[config.mk]
export PLATFORM = sky130hd
export DESIGN_NAME = xor_vector_sequencer
export DESIGN_NICKNAME = d
export VERILOG_FILES = /design/src/rtl/xor_seq_pkg.sv /design/src/rtl/xor_seq_settle_timer.sv /design/src/rtl/xor_vector_sequencer.sv
export SDC_FILE = /design/constraint.sdc
export NUM_CORES = 1
export LEC_CHECK = 0
export ABC_AREA = 0
export ABC_CLOCK_PERIOD_IN_PS = 4100
export BUFFER_PORTS_ARGS = -buffer_cell sky130_fd_sc_hd__buf_2
export CORE_MARGIN = 10
export CORE_UTILIZATION = 30
export DETAILED_ROUTE_END_ITERATION = 7
export GPL_TIMING_DRIVEN = 0
export PLACE_DENSITY_LB_ADDON = 0.12
export SLEW_MARGIN = 5
export SYNTH_ARGS = -nofsm -noshare
export SYNTH_HDL_FRONTEND = slang
export SYNTH_SLANG_ARGS = --single-unit
[constraint.sdc]
create_clock -name clk -period 4.1 [get_ports clk]
set_clock_uncertainty 0.05 [all_clocks]
set_input_delay 0.41 -clock clk [delete_from_list [all_inputs] [get_ports clk]]
set_output_delay 0.41 -clock clk [all_outputs]
set_load 0.02 [all_outputs]
[src/rtl/xor_seq_pkg.sv]
// rtl/xor_seq_pkg.sv - shared types, constants and helpers for the XOR vector sequencer
package xor_seq_pkg;

    typedef enum logic [1:0] {
        IDLE   = 2'd0,
        SETTLE = 2'd1,
        SAMPLE = 2'd2,
        DONE   = 2'd3
    } seq_state_t;

    localparam int         NUM_VECTORS = 16;
    localparam logic [3:0] LAST_INDEX  = 4'd15;

    // Reflected binary Gray code of a 4-bit index
    function automatic logic [3:0] bin2gray(input logic [3:0] bin);
        return bin ^ (bin >> 1);
    endfunction

endpackage

[src/rtl/xor_seq_settle_timer.sv]
// rtl/xor_seq_settle_timer.sv - settle-time down-counter with load and expire
module xor_seq_settle_timer #(
    parameter int SETTLE_CYCLES = 2
) (
    input  logic clk,
    input  logic reset,
    input  logic load,
    input  logic run,
    output logic expired
);

    if (SETTLE_CYCLES < 1 || SETTLE_CYCLES > 15) begin : g_bad_settle
        $error("SETTLE_CYCLES must be in 1..15");
    end

    localparam logic [3:0] LOAD_VAL = 4'(SETTLE_CYCLES - 1);

    logic [3:0] count;

    // Load SETTLE_CYCLES-1 on entry to a vector, then count down while settling
    always_ff @(posedge clk) begin
        if (reset) begin
            count <= '0;
        end else if (load) begin
            count <= LOAD_VAL;
        end else if (run && count != 4'd0) begin
            count <= count - 4'd1;
        end
    end

    // Expired on the last settle cycle of the current vector
    assign expired = (count == 4'd0);

endmodule

[src/rtl/xor_vector_sequencer.sv]
// rtl/xor_vector_sequencer.sv - exhaustive 4-input XOR checker; XOR_SEQ_GRAY_ORDER_EN selects Gray vector order
module xor_vector_sequencer
    import xor_seq_pkg::*;
#(
    parameter int SETTLE_CYCLES = 2,
    parameter int ERR_W         = 5
) (
    input  logic             clk,
    input  logic             reset,
    input  logic             start,
    output logic             a,
    output logic             b,
    output logic             c,
    output logic             d,
    input  logic             e,
    output logic             busy,
    output logic             done,
    output logic             pass,
    output logic [ERR_W-1:0] err_count,
    output logic [3:0]       first_err_vec,
    output logic             first_err_valid
);

    if (ERR_W < 5) begin : g_bad_err_w
        $error("ERR_W must be at least 5 to hold a count of 16");
    end

    seq_state_t state;
    logic [3:0] vec;
    logic [3:0] drive_vec;
    logic       timer_load;
    logic       timer_expired;
    logic       mismatch;

`ifdef XOR_SEQ_GRAY_ORDER_EN
    assign drive_vec = bin2gray(vec);
`else
    assign drive_vec = vec;
`endif

    // Reload the settle timer whenever a new vector begins
    assign timer_load = ((state == IDLE || state == DONE) && start)
                      || (state == SAMPLE && vec != LAST_INDEX);

    // Gate output compared against parity of what is actually being driven
    assign mismatch = (e != (a ^ b ^ c ^ d));

    xor_seq_settle_timer #(
        .SETTLE_CYCLES(SETTLE_CYCLES)
    ) u_settle_timer (
        .clk    (clk),
        .reset  (reset),
        .load   (timer_load),
        .run    (state == SETTLE),
        .expired(timer_expired)
    );

    // Sweep FSM with all outputs registered
    always_ff @(posedge clk) begin
        if (reset) begin
            state           <= IDLE;
            vec             <= '0;
            {a, b, c, d}    <= 4'b0000;
            busy            <= 1'b0;
            done            <= 1'b0;
            pass            <= 1'b0;
            err_count       <= '0;
            first_err_vec   <= '0;
            first_err_valid <= 1'b0;
        end else begin
            case (state)
                IDLE: begin
                    if (start) begin
                        vec             <= '0;
                        err_count       <= '0;
                        first_err_vec   <= '0;
                        first_err_valid <= 1'b0;
                        busy            <= 1'b1;
                        done            <= 1'b0;
                        pass            <= 1'b0;
                        state           <= SETTLE;
                    end
                end
                SETTLE: begin
                    {a, b, c, d} <= drive_vec;
                    busy         <= 1'b1;
                    if (timer_expired) begin
                        state <= SAMPLE;
                    end
                end
                SAMPLE: begin
                    if (mismatch) begin
                        err_count <= err_count + ERR_W'(1);
                        if (!first_err_valid) begin
                            first_err_vec   <= {a, b, c, d};
                            first_err_valid <= 1'b1;
                        end
                    end
                    if (vec == LAST_INDEX) begin
                        state <= DONE;
                    end else begin
                        vec   <= vec + 4'd1;
                        state <= SETTLE;
                    end
                end
                DONE: begin
                    {a, b, c, d} <= 4'b0000;
                    if (start) begin
                        vec             <= '0;
                        err_count       <= '0;
                        first_err_vec   <= '0;
                        first_err_valid <= 1'b0;
                        busy            <= 1'b1;
                        done            <= 1'b0;
                        pass            <= 1'b0;
                        state           <= SETTLE;
                    end else begin
                        busy <= 1'b0;
                        done <= 1'b1;
                        pass <= (err_count == '0);
                    end
                end
                default: state <= IDLE;
            endcase
        end
    end

endmodule

# After elaboration in Yosys (flattened, before gate mapping)

Index checks and enable logic that the tools add are counted.

Register bits after elaboration: 27
Input port bits: 4
Output and inout port bits: 17

Add/subtract/negate cells: 3
Equality and inequality tests: 12
Multiplexer cells: 29
Bitwise gates (word level): 3
Reductions and logical operators: 22

Operator list:

| operator            | number |
|---|---|
| $mux 4              | 4 |
| $pmux 4 s2          | 2 |
| $pmux 1 s2          | 7 |
| $mux 5              | 2 |
| $ne 2x2->1 const B  | 5 |
| $pmux 5 s2          | 1 |
| $mux 1              | 8 |
| $reduce_bool 2->1   | 4 |
| $mux 2              | 3 |
| $pmux 2 s3          | 1 |
| $reduce_and 2->1    | 3 |
| $reduce_and 3->1    | 2 |
| $add 5x1->5 const B | 1 |
| $logic_not 5->1     | 1 |
| $add 4x1->4 const B | 1 |
| $eq 2x2->1 const B  | 2 |
| $eq 4x4->1 const B  | 1 |
| $logic_not 4->1     | 1 |
| $ne 4x4->1 const B  | 1 |
| $reduce_and 4->1    | 1 |
| $reduce_bool 4->1   | 1 |
| $reduce_or 2->1     | 2 |
| $sub 4x1->4 const B | 1 |
| $logic_and 1x1->1   | 3 |
| 8 further kinds     | 11 |

# Longest topological paths before layout

Gate-level depths: netlist of the first run.

Depth after elaboration: 6
Gate-level depth with buffers: 7

# Modules after synthesis

Synthesis of the first run repeated with hierarchy kept, for this count alone.

Cell total of the unflattened synthesis: 166
Area, all modules: 1,458.9 µm²

By module, submodules not included:

| module               | times used | cells an instance | area each (µm²) | seq. area each (µm²) |
|---|---|---|---|---|
| xor_vector_sequencer | 1          | 142               | 1,246.2         | 460.4 |
| xor_seq_settle_timer | 1          | 24                | 212.7           | 80.1 |

# Worst setup path after synthesis of the first run

Ideal clock, no wire load.

Path kind: flip-flop to flip-flop
Start point: reg d
End point: reg first_err_vec[0]
Setup time: 0.116 ns
Arrival: 1.715 ns
Required time: 3.934 ns
Setup slack: 2.220 ns
Stages on the path, launching flop included: 5
Path buffers: 0
Period minus slack after synthesis: 1.880 ns
Path through: dfxtp_1 > xnor3_1 > and3_4 > or3_4 > a31o_1

Longest elaborated chain between the ends: 4
Elaborated cells on any way between the ends: 7
Those cells by class: eq/ne: 2; mux: 3; bitwise: 1; reduce/logical: 1

RTL lines:

| item                              | line                       | RTL |
|---|---|---|
| start: declaration                | xor_vector_sequencer.sv:14 | `output logic d,` |
| start signal: assignment          | xor_vector_sequencer.sv:85 | `{a, b, c, d} <= drive_vec;` |
| $xor 1x1->1                       | xor_vector_sequencer.sv:46 | `assign mismatch = (e != (a ^ b ^ c ^ d));` |
| $ne 1x1->1                        | xor_vector_sequencer.sv:46 |  |
| $ne 2x2->1 (no source line)       | --                         |  |
| $reduce_and 4->1 (no source line) | --                         |  |
| end signal: assignment            | xor_vector_sequencer.sv:95 | `first_err_vec <= {a, b, c, d};` |
| end: declaration                  | xor_vector_sequencer.sv:20 | `output logic [3:0] first_err_vec,` |

Several ways; a longest one is shown, not always the timed one. The select of a mux whose other input is x is not followed.
A chain may end at the register's enable or synchronous reset.

# Final worst setup path of the first run

Start point: reg state[0]
End point: reg err_count[0]

Longest elaborated chain between the ends: 4
Elaborated cells on any way between the ends: 9
Those cells by class: eq/ne: 4; mux: 1; reduce/logical: 4

RTL lines:

| item                                                                    | line                       | RTL |
|---|---|---|
| start: declaration                                                      | xor_vector_sequencer.sv:28 | `seq_state_t state;` |
| start signal: assignment                                                | xor_vector_sequencer.sv:61 | `state <= IDLE;` |
| start signal: assignment                                                | xor_vector_sequencer.sv:81 | `state <= SETTLE;` |
| start signal: assignment                                                | xor_vector_sequencer.sv:88 | `state <= SAMPLE;` |
| $eq 2x2->1 / $logic_not 2->1 (equally long branches)                    | xor_vector_sequencer.sv:71 | `case (state)` |
| $reduce_or 2->1 (no source line)                                        | --                         |  |
| $ne 2x1->1 (no source line) / $reduce_bool 2->1 (equally long branches) | --                         |  |
| $reduce_and 3->1 (no source line)                                       | --                         |  |
| end signal: assignment                                                  | xor_vector_sequencer.sv:93 | `err_count <= err_count + ERR_W'(1);` |
| end: declaration                                                        | xor_vector_sequencer.sv:19 | `output logic [ERR_W-1:0] err_count,` |

Several ways; a longest one is shown, not always the timed one.

==> impl_metrics.json, run 1 <==
{
  "cts-buffers-inserted": 3,
  "clockBufferDepth": 2,
  "ys_types": 43,
  "setup_violations": 0,
  "yosys_most_used_dff": "dfxtp_1",
  "critPathBufInv": 3,
  "synth_xor_xnor_area_share_pct": 6.089,
  "die_h_um": 89.74,
  "slew_viol_final": 0,
  "swShare_pct": 44.15,
  "fill_cells": 482,
  "worst_pin_slew_ns": 0.6545,
  "finalHoldViolations": 0,
  "syn_inst": 164,
  "fin_nets": 201,
  "cts-root-buf": "clkbuf_8",
  "dpl_cell_area_um2": 1638,
  "synth_compound_area_share_pct": 18.10,
  "ys_seq_area_share_pct": 37.05,
  "cpPeakStageDelay_ns": 0.36,
  "cts_resized": 0,
  "io_buffers": 19,
  "max-vdd-ir-drop_uv": 257.5,
  "gp_congestion": 0.7401,
  "crit_required_ns": 4.23,
  "cts.sinks": 27,
  "clockPowerShare_pct": 15.3,
  "max_slew_margin_pct": 56.28,
  "overflow": 0,
  "synth_simple_gate_area_share_pct": 23.16,
  "max_cap_violations": 0,
  "firstDrtPassIters": 4,
  "power_density_nw_per_um2": 609.7,
  "ios": 21,
  "fmax_ghz": 0.4833,
  "clk_latency_ns": 0.27,
  "cpMaxStageDelayCell": "dfxtp_1",
  "synthMuxAreaShare_pct": 3.431,
  "row_count": 25,
  "drive_gt1_share_pct": 17.11,
  "area_delta_synth_final_pct": 15.44,
  "fin_area_um2": 1684,
  "p_leak_nw": 0.6958,
  "p_int_mw": 0.5734,
  "vias": 1276,
  "combPwrFrac_pct": 51.2,
  "synthAdderAreaFrac_pct": 7.719,
  "p_sw_mw": 0.4534,
  "fin_setup_tns_ns": 0,
  "grt_pass1_vias": 1328,
  "avgViaCountPerCell": 5.024,
  "async_flop_share_pct": 0,
  "h-tree-depth": 1,
  "hpwlAfterDp_mm": 2.910,
  "drc": 0,
  "crit_fanout": 10,
  "end_kind": "flip-flop",
  "ctsHoldBuffers": 0,
  "ant_nets": 0,
  "wirelength_mm": 3.814,
  "hold_path_class": "reg2reg",
  "arrival_ns": 2.20,
  "synth-edff-count": 0,
  "synth.net_count": 177,
  "grt_usage_pct": 9.664,
  "coreArea_um2": 4723,
  "clk_pin_slew_ns": 0.10,
  "grt_pass1_wl_mm": 6.658,
  "die_area_um2": 8052,
  "cts_tree": "done",
  "avgSynthCellArea_um2": 8.896,
  "start_kind": "flip-flop",
  "antenna_found_initial": 0,
  "finalCritPeriodShare_pct": 50.47,
  "outcome": "completed",
  "synth_area_um2": 1459,
  "worstPathCellList": "inv_1 > ha_1 > inv_1 > nor3_1 > buf_2 > nor3_1 > a31o_2",
  "min_period_ns": 2.069,
  "cts_setup_buffers": 0,
  "crit_type": "reg2reg",
  "seqPwrFrac_pct": 33.5,
  "rsz0062_at_grt": "false",
  "wl_per_cell_um": 15.02,
  "die_x_um": 89.74,
  "synth_top_family_by_area": "simple AND/OR/NAND/NOR gates",
  "yosys_warnings": 0,
  "grt_max_degree": 16,
  "drt_iter0_drc": 44,
  "synth-seq-cells": 27,
  "initial_utilization_pct": 30.89,
  "antennaDiodeCount": 0,
  "cp_top_family": "buffers and inverters"
}
[sequential cells by signal (all words and copies together) (netlist names), 2 cells and up]
signal                flops
drive_vec                 4
err_count                 5
u_settle_timer.count      4
state                     2
first_err_vec             4
[layer usage]
metal / track usage, % / wire (µm) / up-vias
met4: 3.774 / 38 / 0
li1: - / - / 650
met2: 16.34 / 1820 / 32
met1: 11.38 / 1796 / 592
met3: 2.411 / 158 / 2
met5: 0 / 0 / -
[power groups by stage]
stage	combinational (mW)	sequential, mW	clock [mW]
after global routing	0.593	0.352	0.171
after detailed placement	0.526	0.351	0
after global placement	0.516	0.349	0
after CTS	0.530	0.345	0.166
after floorplan	0.379	0.359	0
final	0.526	0.344	0.157
[cells by family (layout without fill, tap and decap cells)]
kind of cell,count (synthesis),after routing
AOI/OAI and AO/OA,38,38
xor gates and xnor gates,7,7
adders and majority gates,9,9
buffers and inverters,16,39
DFF,27,27
muxes,5,5
and+or+nand+nor,62,62
[worst paths after layout]
path / startpoint / to / slack [ns] / cells past startpoint
worst max-delay path: state[0] / err_count[0] / 2.03 / 7
worst min-delay path: first_err_vec[0] / first_err_vec[0] / 0.44 / 1
worst max register to register: state[0] / err_count[0] / 2.03 / 7
worst min register to register: first_err_vec[0] / first_err_vec[0] / 0.44 / 1
[metrics by stage]
stage | setup WS (ns) | hold slack (ns) | cells | power (mW) | utilization (%)
after CTS | 2.029 | 0.4441 | 254 | 1.040 | 35.66
after detailed placement | 2.068 | 0.4122 | 250 | 0.8766 | 34.68
after global routing | 1.855 | 0.4675 | 254 | 1.116 | 35.66
after global placement | 2.066 | 0.4088 | 250 | 0.8647 | 34.68
final | 2.031 | 0.4354 | 254 | 1.027 | 35.66
after floorplan | 2.220 | 0.4414 | 164 | 0.7388 | -
[Yosys cell counts, drive strengths merged, types with 2 or more instances]
cell    number  area share [%]
o21ai        6             2.1
a21oi       10             3.4
a31oi        2            0.86
a31o         5             3.0
clkbuf       4             1.0
buf          3             1.1
inv          9             2.3
nor2b        4             1.7
o31ai        3             1.5
xnor2        4             2.4
xnor3        2             3.1
ha           9             7.7
or2          2            0.86
nand2        7             1.8
dfxtp       27              37
nor4         4             1.7
nand3       12             4.1
o41ai        2             1.2
mux2i        5             3.4
nor2         9             2.3
and2         4             1.7
o311ai       2             1.2
nor3        12             4.1
[area by class of cell]
cell class	instances	area [µm²]	area share (%)
well taps	67	83.83	4.978
repair buffers	19	95.09	5.646
multi-input cells	121	853.3	50.67
clock buffers	3	41.29	2.452
flip-flops and latches	27	540.5	32.09
inverters	9	33.78	2.006
clock inverters	1	5.005	0.2972
plain buffers	7	31.28	1.857
[layout by cell type, fill, tap and decap left out, types with 2 or more instances in the layout]
master / synthesis / routed
inv_1: 9 / 9
nand3_1: 12 / 12
dfxtp_1: 27 / 27
and2_1: 4 / 4
a31oi_1: 2 / 2
o311ai_0: 2 / 2
nor4_1: 4 / 4
xnor3_1: 2 / 2
a21oi_1: 10 / 10
xnor2_1: 4 / 4
nor2_1: 9 / 9
o41ai_1: 2 / 2
or2_2: 2 / 2
clkbuf_1: 4 / 4
nand2_1: 7 / 7
ha_1: 9 / 9
nor2b_1: 4 / 4
nor3_1: 12 / 12
o21ai_0: 6 / 6
clkbuf_8: 0 / 3
o31ai_1: 3 / 3
buf_2: 1 / 20
a31o_1: 4 / 4
mux2i_1: 5 / 5
(Power assumes the default switching activity.)
==> run 2: changes to the inputs <==
--- a/config.mk
+++ b/config.mk
@@ -6,7 +6,7 @@
 export NUM_CORES = 1
 export LEC_CHECK = 0
 export ABC_AREA = 0
-export ABC_CLOCK_PERIOD_IN_PS = 4100
+export ABC_CLOCK_PERIOD_IN_PS = 1800
 export BUFFER_PORTS_ARGS = -buffer_cell sky130_fd_sc_hd__buf_2
 export CORE_MARGIN = 10
 export CORE_UTILIZATION = 30
==> constraint.sdc (replaced) <==
create_clock -name clk -period 1.8 [get_ports clk]
set_clock_uncertainty 0.05 [all_clocks]
set_input_delay 0.18 -clock clk [delete_from_list [all_inputs] [get_ports clk]]
set_output_delay 0.18 -clock clk [all_outputs]
set_load 0.02 [all_outputs]
==> impl_metrics.json, run 2 (synthesis gave the netlist of run 1 again) <==
{
  "hpwlAfterDp_mm": 2.872,
  "wl_per_cell_um": 14.80,
  "rr_startpoint": "d",
  "antenna_found_initial": 0,
  "grt_pass1_vias": 1328,
  "finalHoldViolations": 0,
  "fin_setup_tns_ns": 0,
  "final_common_cell": "dfxtp_1",
  "coreArea_um2": 4723,
  "clockBufferDepth": 2,
  "antennaDiodeCount": 0,
  "cts_tree": "done",
  "outcome": "completed",
  "firstDrtPassIters": 4,
  "grt_usage_pct": 9.508,
  "drive_gt1_share_pct": 26.32,
  "ant_nets": 0,
  "hold_start": "start",
  "fin_area_um2": 1793,
  "avgViaCountPerCell": 5.086,
  "clk_pin_slew_ns": 0.10,
  "p_leak_nw": 0.7318,
  "start_kind": "flip-flop",
  "overflow": 0,
  "top_register": "err_count",
  "cts.sinks": 27,
  "crit_required_ns": 1.93,
  "ios": 21,
  "wl_met3_um": 113,
  "min_period_ns": 1.747,
  "worst_pin_slew_ns": 0.5577,
  "crit_type": "reg2reg",
  "vias": 1307,
  "largest_reg_flops": 5,
  "io_buffers": 19,
  "slew_viol_final": 0,
  "top_layer": "met4",
  "area_delta_synth_final_pct": 22.90,
  "stdcell_count": 257,
  "ctsHoldBuffers": 0,
  "die_x_um": 89.74,
  "crit_start": "d",
  "final_cell_mix": "22 x dfxtp_1, 19 x buf_2, 12 x nand3_1",
  "rsz0062_at_grt": "true",
  "grt_pass1_wl_mm": 6.465,
  "die_area_um2": 8052,
  "dpl_cell_area_um2": 1640,
  "end_kind": "flip-flop",
  "placedCellCount": 250,
  "crit_fanout": 4,
  "row_count": 25,
  "power_density_nw_per_um2": 1408,
  "grt_max_degree": 16,
  "fmax_ghz": 0.5723,
  "cts-buffers-inserted": 3,
  "max_slew_margin_pct": 62.82,
  "drc": 0,
  "initial_utilization_pct": 30.89,
  "hold_path_class": "in2reg",
  "max-vdd-ir-drop_uv": 527.4,
  "setup_violations": 0,
  "wl_met2_mm": 1.783,
  "arrival_ns": 1.88,
  "gp_congestion": 0.7387,
  "wirelength_mm": 3.803,
  "die_h_um": 89.74,
  "cts-root-buf": "clkbuf_8",
  "drt_iter0_drc": 55,
  "h-tree-depth": 1,
  "max_cap_violations": 0,
  "finalCritPeriodShare_pct": 97.08,
  "clk_latency_ns": 0.28,
  "wl_met1_mm": 1.855,
  "fin_nets": 204
}
-- run 2: cell types whose count changed in the layout (fill, tap and decap cells not counted), sizes merged --
cell,delta
buf,+3
-- run 2: layout make-up --
| type | instances | area (µm²) |
|---|---|---|
| well taps | 67 | 83.83 |
| plain buffers | 7 | 38.79 |
| fillers | 498 | 2930 |
| multi-input cells | 121 | 915.9 |
| clock buffers | 3 | 41.29 |
| inverters | 9 | 33.78 |
| flip-flops and latches | 27 | 556.8 |
| repair buffers | 22 | 117.6 |
| clock inverters | 1 | 5.005 |
-- run 2: what timing repair did --
action | in CTS | in global routing
pin swaps | 1 | 3
setup endpoints to repair | 15 | 11
resized for setup | 17 | 8
setup buffers | 1 | 2
-- run 2: path summary, 6_finish.rpt --
| path | cells after the start | end | slack, ns |
|---|---|---|---|
| worst max-delay path | 4 | first_err_vec[1] | 0.05 |
| worst min-delay path | 4 | pass | 0.25 |
| worst max register to register | 4 | first_err_vec[1] | 0.05 |
| worst min register to register | 2 | pass | 0.43 |
-- run 2: critical path, stage by stage (launching register included) --
cell and delay, ns:
dfxtp_4 0.37, xnor3_1 0.40, and3_4 0.20, or3_4 0.40, a31o_1 0.23
-- run 2: where the power goes --
part           total [mW]  leakage (nW)  internal, mW  switching, mW
logic                1.36         0.484         0.569          0.790
clock network       0.363        0.0255         0.156          0.207
registers           0.804         0.223         0.704         0.0995
total                2.53         0.732          1.43           1.10
-- run 2: metrics by stage --
stage               power (mW)  setup WS, ns  hold WS, ns  util, %
floorplan                1.684       0.03043       0.3222        -
global route             2.728     -0.004755       0.2533    37.96
finish                   2.525       0.05259       0.2482    37.96
detailed placement       1.992       -0.2269       0.4142    34.73
global placement         1.965       -0.2267       0.4099    34.73
CTS                      2.504     -0.006438       0.2316    37.14
-- run 2: per-layer routing --
layer | vias up | GRT usage (%)
met5 | - | 0
met4 | 0 | 3.504
met3 | 5 | 1.829
met1 | 629 | 11.52
met2 | 22 | 16.16
li1 | 651 | -
